### src/rtl/soc_sram_arbiter_pkg.sv
// rtl/soc_sram_arbiter_pkg.sv - shared types and constants for the SoC SRAM arbiter
package soc_arb_pkg;

  typedef enum logic {
    ARB_IDLE = 1'b0,
    ARB_BUSY = 1'b1
  } arb_state_e;

  localparam int PRIO_RR    = 0;
  localparam int PRIO_FIXED = 1;

  // Byte address to 32-bit word address
  localparam int WORD_SHIFT = 2;

  // Width of a master index; never below one bit
  function automatic int idx_w(input int n);
    return (n > 1) ? $clog2(n) : 1;
  endfunction

endpackage

### src/rtl/soc_sram_arbiter_if.sv
// rtl/soc_sram_arbiter_if.sv - bundled request/response bus of all masters facing the arbiter
interface soc_sram_arbiter_if #(
  parameter int NUM_MASTERS = 2
);

  logic [32*NUM_MASTERS-1:0] i_m_adr;
  logic [32*NUM_MASTERS-1:0] i_m_dat;
  logic [4*NUM_MASTERS-1:0]  i_m_sel;
  logic [NUM_MASTERS-1:0]    i_m_we;
  logic [NUM_MASTERS-1:0]    i_m_cyc;
  logic [NUM_MASTERS-1:0]    o_m_ack;
  logic [NUM_MASTERS-1:0]    o_m_err;
  logic [31:0]               o_m_rdt;

  // Bus masters drive requests and receive ack/err/read data
  modport master (
    output i_m_adr, i_m_dat, i_m_sel, i_m_we, i_m_cyc,
    input  o_m_ack, o_m_err, o_m_rdt
  );

  // The arbiter consumes requests and returns responses
  modport slave (
    input  i_m_adr, i_m_dat, i_m_sel, i_m_we, i_m_cyc,
    output o_m_ack, o_m_err, o_m_rdt
  );

endinterface

### src/rtl/soc_sram_arbiter_rr_pick.sv
// rtl/soc_sram_arbiter_rr_pick.sv - combinational winner selection, round-robin or fixed priority
module soc_rr_pick
  import soc_arb_pkg::*;
#(
  parameter int NUM_MASTERS = 2,
  parameter int IDX_W       = idx_w(NUM_MASTERS)
) (
  input  logic [NUM_MASTERS-1:0] req,
  input  logic [IDX_W-1:0]       last_grant,
  input  logic                   mode,
  output logic [NUM_MASTERS-1:0] win_onehot,
  output logic [IDX_W-1:0]       win_idx,
  output logic                   win_valid
);

  int             start_idx;
  logic [IDX_W-1:0] cand;

  // Scan from the start point and keep the first requesting index found
  always_comb begin
    win_onehot = '0;
    win_idx    = '0;
    win_valid  = 1'b0;
    cand       = '0;
    if (mode == 1'(PRIO_FIXED)) begin
      start_idx = 0;
    end else begin
      start_idx = (int'(last_grant) + 1) % NUM_MASTERS;
    end
    for (int i = 0; i < NUM_MASTERS; i++) begin
      cand = IDX_W'((start_idx + i) % NUM_MASTERS);
      if (!win_valid && req[cand]) begin
        win_valid = 1'b1;
        win_idx   = cand;
      end
    end
    if (win_valid) begin
      win_onehot[win_idx] = 1'b1;
    end
  end

endmodule

### src/rtl/soc_sram_arbiter.sv
// rtl/soc_sram_arbiter.sv - N-master SRAM arbiter, registered grant held until ack; SOC_SRAM_ARB_TIMEOUT_EN adds BUSY timeout
module soc_sram_arbiter
  import soc_arb_pkg::*;
#(
  parameter int NUM_MASTERS = 2,
  parameter int ADDR_W      = 9,
  parameter int PRIO_MODE   = 0,
  parameter int TIMEOUT_CYC = 255
) (
  input  logic              clk,
  input  logic              i_rst_n,
  soc_sram_arbiter_if.slave bus,
  output logic [ADDR_W-1:0] o_sram_addr,
  output logic [31:0]       o_sram_wdata,
  output logic [3:0]        o_sram_wmask,
  output logic              o_sram_we,
  output logic              o_sram_cs,
  input  logic [31:0]       i_sram_rdata,
  input  logic              i_sram_ack
);

  localparam int IDX_W = idx_w(NUM_MASTERS);

  arb_state_e             state_q;
  logic [IDX_W-1:0]       grant_q;
  logic [NUM_MASTERS-1:0] grant_oh_q;
  logic [IDX_W-1:0]       last_q;

  logic [NUM_MASTERS-1:0] pick_oh;
  logic [IDX_W-1:0]       pick_idx;
  logic                   pick_valid;

  logic                   busy;
  logic                   done;
  logic                   abort;
  logic                   timeout;

  logic [ADDR_W-1:0]      adr_g;
  logic [31:0]            dat_g;
  logic [3:0]             sel_g;
  logic                   we_g;
  logic                   cyc_g;

  // Bits outside the word-address window are deliberately ignored
  logic                   adr_unused;
  assign adr_unused = ^bus.i_m_adr;

  soc_rr_pick #(
    .NUM_MASTERS (NUM_MASTERS),
    .IDX_W       (IDX_W)
  ) u_pick (
    .req        (bus.i_m_cyc),
    .last_grant (last_q),
    .mode       (1'(PRIO_MODE)),
    .win_onehot (pick_oh),
    .win_idx    (pick_idx),
    .win_valid  (pick_valid)
  );

  // Route the granted master's request fields
  always_comb begin
    adr_g = '0;
    dat_g = '0;
    sel_g = '0;
    we_g  = 1'b0;
    cyc_g = 1'b0;
    for (int k = 0; k < NUM_MASTERS; k++) begin
      if (grant_q == IDX_W'(k)) begin
        adr_g = bus.i_m_adr[32*k+WORD_SHIFT +: ADDR_W];
        dat_g = bus.i_m_dat[32*k +: 32];
        sel_g = bus.i_m_sel[4*k +: 4];
        we_g  = bus.i_m_we[k];
        cyc_g = bus.i_m_cyc[k];
      end
    end
  end

  assign busy  = (state_q == ARB_BUSY);
  // An ack completes the transfer even if cyc drops in the same cycle
  assign done  = busy & i_sram_ack;
  assign abort = busy & ~cyc_g & ~i_sram_ack;

`ifdef SOC_SRAM_ARB_TIMEOUT_EN
  logic [7:0] tmo_q;

  // Count BUSY cycles without ack; held at zero while IDLE so each grant starts fresh
  always_ff @(posedge clk or negedge i_rst_n) begin
    if (!i_rst_n) begin
      tmo_q <= '0;
    end else if (!busy) begin
      tmo_q <= '0;
    end else if (!i_sram_ack && (tmo_q != 8'hFF)) begin
      tmo_q <= tmo_q + 8'd1;
    end
  end

  assign timeout = busy & cyc_g & ~i_sram_ack & (tmo_q == 8'(TIMEOUT_CYC));
`else
  localparam int TIMEOUT_UNUSED = TIMEOUT_CYC;
  assign timeout = 1'b0;
`endif

  // Arbitration FSM: latch winner in IDLE, release on ack, abort or timeout
  always_ff @(posedge clk or negedge i_rst_n) begin
    if (!i_rst_n) begin
      state_q    <= ARB_IDLE;
      grant_q    <= '0;
      grant_oh_q <= '0;
      last_q     <= IDX_W'(NUM_MASTERS - 1);
    end else begin
      case (state_q)
        ARB_IDLE: begin
          if (pick_valid) begin
            grant_q    <= pick_idx;
            grant_oh_q <= pick_oh;
            state_q    <= ARB_BUSY;
          end
        end
        ARB_BUSY: begin
          if (done || abort || timeout) begin
            last_q  <= grant_q;
            state_q <= ARB_IDLE;
          end
        end
        default: state_q <= ARB_IDLE;
      endcase
    end
  end

  // SRAM side is quiet outside BUSY; cs follows the granted master's cyc
  assign o_sram_cs    = busy & cyc_g & ~timeout;
  assign o_sram_we    = busy & cyc_g & we_g & ~timeout;
  assign o_sram_addr  = busy ? adr_g : '0;
  assign o_sram_wdata = busy ? dat_g : '0;
  assign o_sram_wmask = busy ? sel_g : '0;

  assign bus.o_m_ack  = done    ? grant_oh_q : '0;
  assign bus.o_m_err  = timeout ? grant_oh_q : '0;
  assign bus.o_m_rdt  = i_sram_rdata;

endmodule

### src/flat_wrapper.sv
// flat-port wrapper written by rule: the top's interface ports become plain ports
module soc_sram_arbiter_flat import soc_arb_pkg::*;
#(
  parameter int NUM_MASTERS = 2,
  parameter int ADDR_W      = 9,
  parameter int PRIO_MODE   = 0,
  parameter int TIMEOUT_CYC = 255
)
  (clk, i_rst_n, o_sram_addr, o_sram_wdata, o_sram_wmask, o_sram_we, o_sram_cs, i_sram_rdata, i_sram_ack, bus_i_m_adr, bus_i_m_dat, bus_i_m_sel, bus_i_m_we, bus_i_m_cyc, bus_o_m_ack, bus_o_m_err, bus_o_m_rdt);
  soc_sram_arbiter_if #(.NUM_MASTERS(NUM_MASTERS)) bus_i ();
  input  logic clk;
  input  logic i_rst_n;
  output logic [ADDR_W-1:0] o_sram_addr;
  output logic [31:0] o_sram_wdata;
  output logic [3:0] o_sram_wmask;
  output logic o_sram_we;
  output logic o_sram_cs;
  input  logic [31:0] i_sram_rdata;
  input  logic i_sram_ack;
  input wire logic [$bits(bus_i.i_m_adr)-1:0] bus_i_m_adr;
  input wire logic [$bits(bus_i.i_m_dat)-1:0] bus_i_m_dat;
  input wire logic [$bits(bus_i.i_m_sel)-1:0] bus_i_m_sel;
  input wire logic [$bits(bus_i.i_m_we)-1:0] bus_i_m_we;
  input wire logic [$bits(bus_i.i_m_cyc)-1:0] bus_i_m_cyc;
  output wire logic [$bits(bus_i.o_m_ack)-1:0] bus_o_m_ack;
  output wire logic [$bits(bus_i.o_m_err)-1:0] bus_o_m_err;
  output wire logic [$bits(bus_i.o_m_rdt)-1:0] bus_o_m_rdt;
  assign bus_i.i_m_adr = bus_i_m_adr;
  assign bus_i.i_m_dat = bus_i_m_dat;
  assign bus_i.i_m_sel = bus_i_m_sel;
  assign bus_i.i_m_we = bus_i_m_we;
  assign bus_i.i_m_cyc = bus_i_m_cyc;
  assign bus_o_m_ack = bus_i.o_m_ack;
  assign bus_o_m_err = bus_i.o_m_err;
  assign bus_o_m_rdt = bus_i.o_m_rdt;
  soc_sram_arbiter #(.NUM_MASTERS(NUM_MASTERS), .ADDR_W(ADDR_W), .PRIO_MODE(PRIO_MODE), .TIMEOUT_CYC(TIMEOUT_CYC)) u_core (.clk(clk), .i_rst_n(i_rst_n), .bus(bus_i), .o_sram_addr(o_sram_addr), .o_sram_wdata(o_sram_wdata), .o_sram_wmask(o_sram_wmask), .o_sram_we(o_sram_we), .o_sram_cs(o_sram_cs), .i_sram_rdata(i_sram_rdata), .i_sram_ack(i_sram_ack));
endmodule
### config.mk
export PLATFORM = sky130hd
export DESIGN_NAME = soc_sram_arbiter_flat
export DESIGN_NICKNAME = d
export VERILOG_FILES = /design/src/rtl/soc_sram_arbiter_pkg.sv /design/src/rtl/soc_sram_arbiter_if.sv /design/src/rtl/soc_sram_arbiter_rr_pick.sv /design/src/rtl/soc_sram_arbiter.sv /design/src/flat_wrapper.sv
export SDC_FILE = /design/constraint.sdc
export NUM_CORES = 1
export LEC_CHECK = 0
export ABC_AREA = 1
export BUFFER_PORTS_ARGS = -buffer_cell sky130_fd_sc_hd__buf_2
export CORE_AREA = 5 5 96 98
export DETAILED_ROUTE_END_ITERATION = 16
export DIE_AREA = 0 0 101 103
export SLEW_MARGIN = 5
export SYNTH_ARGS = -nofsm -noshare
export SYNTH_HDL_FRONTEND = slang
export SYNTH_SLANG_ARGS = --single-unit
### constraint.sdc
create_clock -name clk -period 3 [get_ports clk]
set_input_delay 0.15 -clock clk [delete_from_list [all_inputs] [get_ports clk]]
set_output_delay 0.15 -clock clk [all_outputs]
set_load 0.005 [all_outputs]
### Yosys cells after proc, flatten, opt, wreduce, memory -nomap -nowiden

Cells that the tools add are included.

| storage, ports and cells | value |
|---|---|
| bits in registers | 5 |
| bits in latches | 0 |
| RAM bits | 0 |
| ROM bits | 0 |
| input port bits | 175 |
| output and inout bits | 83 |
| word-level logic and storage cells | 46 |
| memories | 0 |

| operators by class | value |
|---|---|
| $add $sub $neg | 2 |
| multipliers | 0 |
| divide/modulo/power cells | 0 |
| order comparisons | 4 |
| eq/ne operators | 0 |
| shift operators | 0 |
| muxes and demuxes | 22 |
| bitwise logic cells | 8 |
| reductions and logical operators | 6 |

Operators by type and width:

| cell | number |
|---|---|
| 32-bit two-way mux | 2 |
| 9-bit two-way mux | 2 |
| 1-bit two-way mux | 13 |
| 4-bit two-way mux | 2 |
| 1-bit by 2-bit less-than comparator with 1-bit output, second input constant | 3 |
| 1-bit AND | 5 |
| 2-bit AND reduction | 2 |
| 1-bit NOT | 3 |
| 1-bit adder, second input constant | 2 |
| 1-bit logical AND | 2 |
| 2-bit two-way mux | 1 |
| 1-bit case mux with 2 select lines | 1 |
| 1-bit demux with 1-bit select | 1 |
| 1-bit >= comparator, second input constant | 1 |
| 1-bit logical NOT | 1 |
| 1-bit logical OR | 1 |

### Logic depth before layout (Yosys ltp)

| depth | value |
|---|---|
| depth in word-level cells | 11 |
| depth in mapped cells | 7 |
| gate-level depth less buffers | 5 |

### Cells and area by module

A second synthesis with hierarchy kept.

| second synthesis, totals | value |
|---|---|
| cells, all modules | 226 |
| area total of the unflattened synthesis | 1232.4 sq um |

Modules (own cells, without submodules):

| module | instances | cells each | area an instance (sq um) | sequential area each (sq um) |
|---|---|---|---|---|
| soc_sram_arbiter | 1 | 218 | 1198.6 | 126.4 |
| soc_rr_pick | 1 | 8 | 33.8 | 0.0 |

### Worst setup path before layout

Ideal clock, no wire load.

| timing | value |
|---|---|
| path kind | reg2out |
| from | register u_core.grant_q |
| to | output port o_sram_wdata[19] |
| arrival time | 0.990 ns |
| data required time | 2.850 ns |
| path slack | 1.860 ns |
| stages on the path, launching flop included | 7 |
| path buffers | 3 |
| cells stage by stage | dfrtp_1 buf_6 inv_4 buf_6 buf_6 nor2_2 nor2_1 |

| on the way | value |
|---|---|
| word-level cells in the longest chain between the ends | 2 |

Ends and longest elaborated chain:

| item | line | RTL |
|---|---|---|
| from (decl) | soc_sram_arbiter.sv:25 | `logic [IDX_W-1:0] grant_q;` |
| from (signal assigned) | soc_sram_arbiter.sv:114 | `grant_q <= pick_idx;` |
| 32-bit two-way mux | soc_sram_arbiter.sv:68 | `if (grant_q == IDX_W'(k)) begin` |
| 32-bit two-way mux | soc_sram_arbiter.sv:134 | `assign o_sram_wdata = busy ? dat_g : '0;` |
| to (decl) | flat_wrapper.sv:14 | `output logic [31:0] o_sram_wdata;` |

No other way between the ends.

### Final worst setup path

| timing | value |
|---|---|
| from | register u_core.grant_q |
| to | output port o_sram_we |

| on the way | value |
|---|---|
| word-level cells in the longest chain between the ends | 3 |
| elaborated cells on any way between the ends | 4 |
| classes of those cells | mux: 2; bitwise: 2 |

Ends and longest elaborated chain:

| item | line | RTL |
|---|---|---|
| 1-bit two-way mux | soc_sram_arbiter.sv:68 |  |
| 1-bit AND | soc_sram_arbiter.sv:132 | `assign o_sram_we = busy & cyc_g & we_g & ~timeout;` |
| 1-bit AND * | soc_sram_arbiter.sv:132 |  |
| to (decl) | flat_wrapper.sv:16 | `output logic o_sram_we;` |

Mark *: on every way between the ends. The rest lies on a longest branch, timed or not.

==> reports/summary.txt <==
Final #Nets - 496
Sink Count - 4
Synth Area in Adders - 0%
Gate power share - 80.8%
Layout cells sized above 1 - 51.2%
CP Launch Type - flop
Synthesis-stage register bit count - 4
Syn Std Cell Area - 1160 µm²
HPWL Detailed - 3.75 mm
Slowest CP cell - dfrtp_1
Design Area, Final - 1750 µm²
DP Cell Count - 423
# Post-CTS Setup Buffers - 0
Port bufs - 145
Internal - 0.623 mW
Seq pwr share - 10.1%
Clk root buf - clkbuf_8
Number of diodes - 0
Reg2reg setup slack - 1.26 ns
Syn Area/Cell - 5.37 µm²
Final wirelength - 4.75 mm
Top cell type's share of synthesized area - 27.4%
Post-synthesis xor/xnor area fraction - 0%
Critical Path AT - 1.96 ns
Clock transition at path regs - 0.03 ns
Vias in the first global route - 1445
Slew Viols, Final - 0
Max VDD drop - 0.320 mV
Area leader, netlist - nor2_1
Clk_lat worst skew - 0.22 ns
Dpl ws - 1.05 ns
Sequential fraction of the synthesis area - 8.70%
Status - completed
Fin crit period - 2.11 ns
Core area - 8380 µm²
Post-synthesis cell type count - 20
Synth Area in Simple Gates - 37.5%
GRT Overall Usage - 7.99%
Mux cell area share after synthesis - 0%
Cell Chain, Critical Path - inv_4, nand2_2, nand2_1, nand2_1, a21oi_2, buf_2
Via Count - 1642
Setup crit end kind - primary output
Largest net degree at the start of global routing - 54
Initial antenna violation count - 0
Final period util - 70.4%
Net Sw Frac - 53.9%
Io pins - 258
# fillers - 960
Max-cap violations - 0
Final setup violating endpoints - 0
DRT antenna net count - 0
Compound-Gate Fraction of Synth Area - 22.2%
Mapped Cells - 217
Worst slew margin - 51.9%
Num CTS Buffers - 3
Dpl cell area - 1700 µm²
Global-route wire length before repair - 6.82 mm
Slowest stage delay, CP - 0.63 ns
Routed len/inst - 11.1 µm
Pre-antenna DRT Iters - 4
YS warnings - 0
RSZ-0062 raised after global routing - no
Initial core utilization - 13.9%
Largest family of logic cells by synthesized area - simple AND/OR/NAND/NOR gates
Max Fclk - 473 MHz
Pwr Density - 771 nW/µm²
Static leakage - 1.02 nW
CTS tree - yes
CP max FO - 49
Hold Crit Class - input port to flop
Setup Crit Path Kind - flop to primary output
Overall die height - 103 µm
Width of the die - 101 µm
Final worst setup slack - 0.887 ns
CP dominant cell by count - nand2_1
Clock power share - 9.1%
Slew @ Worst Pin - 0.721 ns
Die ar. - 10400 µm²
Grt ovf - 0
Total Power - 1.35 mW
Final non-filler cell total - 428
Row cnt - 34
Global placement routability congestion - 0.716
First-iteration detailed-routing DRC count - 32
Required @ worst endpoint - 2.85 ns
Post-cts repair resize count - 0
Area contributors post-synth - nor2_1 (27%), buf_4 (22%), o21ai_0 (20%)
Sw Pwr - 0.729 mW
Average via count per standard cell - 3.84
Clock H-tree levels - 1
Syn-to-layout area delta - 50.5%
Setup Skew - 0.00167 ns
Final Hold Viols - 0
Post-Route Setup TNS - 0 ns
Longest Clk Path Bufs - 2
DR DRC count - 0
-- sequential cells by signal (all words and copies together) (netlist names) --
signal / cells
u_core.busy: 1
u_core.grant_oh_q: 1
u_core.grant_q: 1
u_core.last_q: 1
-- cell usage after synthesis --
master    count
nor2_1       85
o21ai_0      46
buf_4        34
nor2_2       10
nand2_1       9
buf_2         6
clkbuf_1      6
buf_6         3
dfrtp_1       3
inv_1         3
nand3_1       3
a21oi_2       1
clkbuf_2      1
conb_1        1
dfstp_2       1
inv_4         1
nand2_2       1
o211ai_1      1
o21a_1        1
o21ai_1       1
-- final timing paths --
check                      depth (start not counted)           start            end
min                                                3      i_sram_ack  u_core.last_q
max in group asynchronous                          2         i_rst_n  u_core.last_q
min in group asynchronous                          2         i_rst_n    u_core.busy
max                                                6  u_core.grant_q      o_sram_we
min reg2reg                                        2   u_core.last_q  u_core.last_q
max reg2reg                                        5  u_core.grant_q    u_core.busy
-- logic make-up after synthesis --
logic type,Yosys count
other,1
flip-flops,4
buffers and inverters,54
AND/OR/NAND/NOR,108
AO/OA/AOI/OAI,50
-- layout make-up --
type | count | area [µm²] | area share (%)
multi-input combinational | 160 | 703 | 40.1
inverter | 4 | 17.5 | 0.999
sequential | 4 | 101 | 5.78
tap | 108 | 135 | 7.71
timing repair buffer | 148 | 751 | 42.8
clock buffer | 4 | 45.0 | 2.57
-- power by group through the flow --
stage | logic [mW] | registers, mW | clock network [mW]
after floorplan | 0.747 | 0.0976 | 0
after global placement | 1.10 | 0.138 | 0
after detailed placement | 1.12 | 0.142 | 0
after CTS | 1.12 | 0.138 | 0.125
after global routing | 1.26 | 0.145 | 0.133
final | 1.09 | 0.136 | 0.123
-- timing repair --
action / in CTS / in global routing
hold buffers: 1 / 0
endpoints found under the setup margin: 0 / 0
endpoints found under the hold margin: 4 / 0
-- placed cells by master (no fill, tap or decap), drive strengths merged --
cell type and count:
dlygate4sd3 1, nor2 95, nand2 10, o21a 1, clkbuf 4, inv 4
a21oi 1, nand3 3, buf 147, o211ai 1, dfstp 1, dfrtp 3
o21ai 47, conb 2
-- metrics by stage --
stage	util, %	hold slack, ns
floorplan	-	-0.146
global placement	20.3	-0.0400
detailed placement	20.3	-0.0386
CTS	20.9	0.210
global route	20.9	0.234
finish	20.9	0.215
-- worst max-delay path: cells and delay by family (launching register included) --
kind / cells / cell delay, ns
AO/OA/AOI/OAI: 1 / 0.12
buffers and inverters: 2 / 0.67
flip-flops: 1 / 0.63
AND/OR/NAND/NOR: 3 / 0.27
-- per-layer routing --
metal	vias up	share of wire (%)	global-route usage (%)
met3	12	11	1.83
li1	854	-	-
met2	89	50	14.8
met4	0	2.8	2.86
met1	687	36	8.93
met5	-	0	0
(Power assumes the default switching activity.)
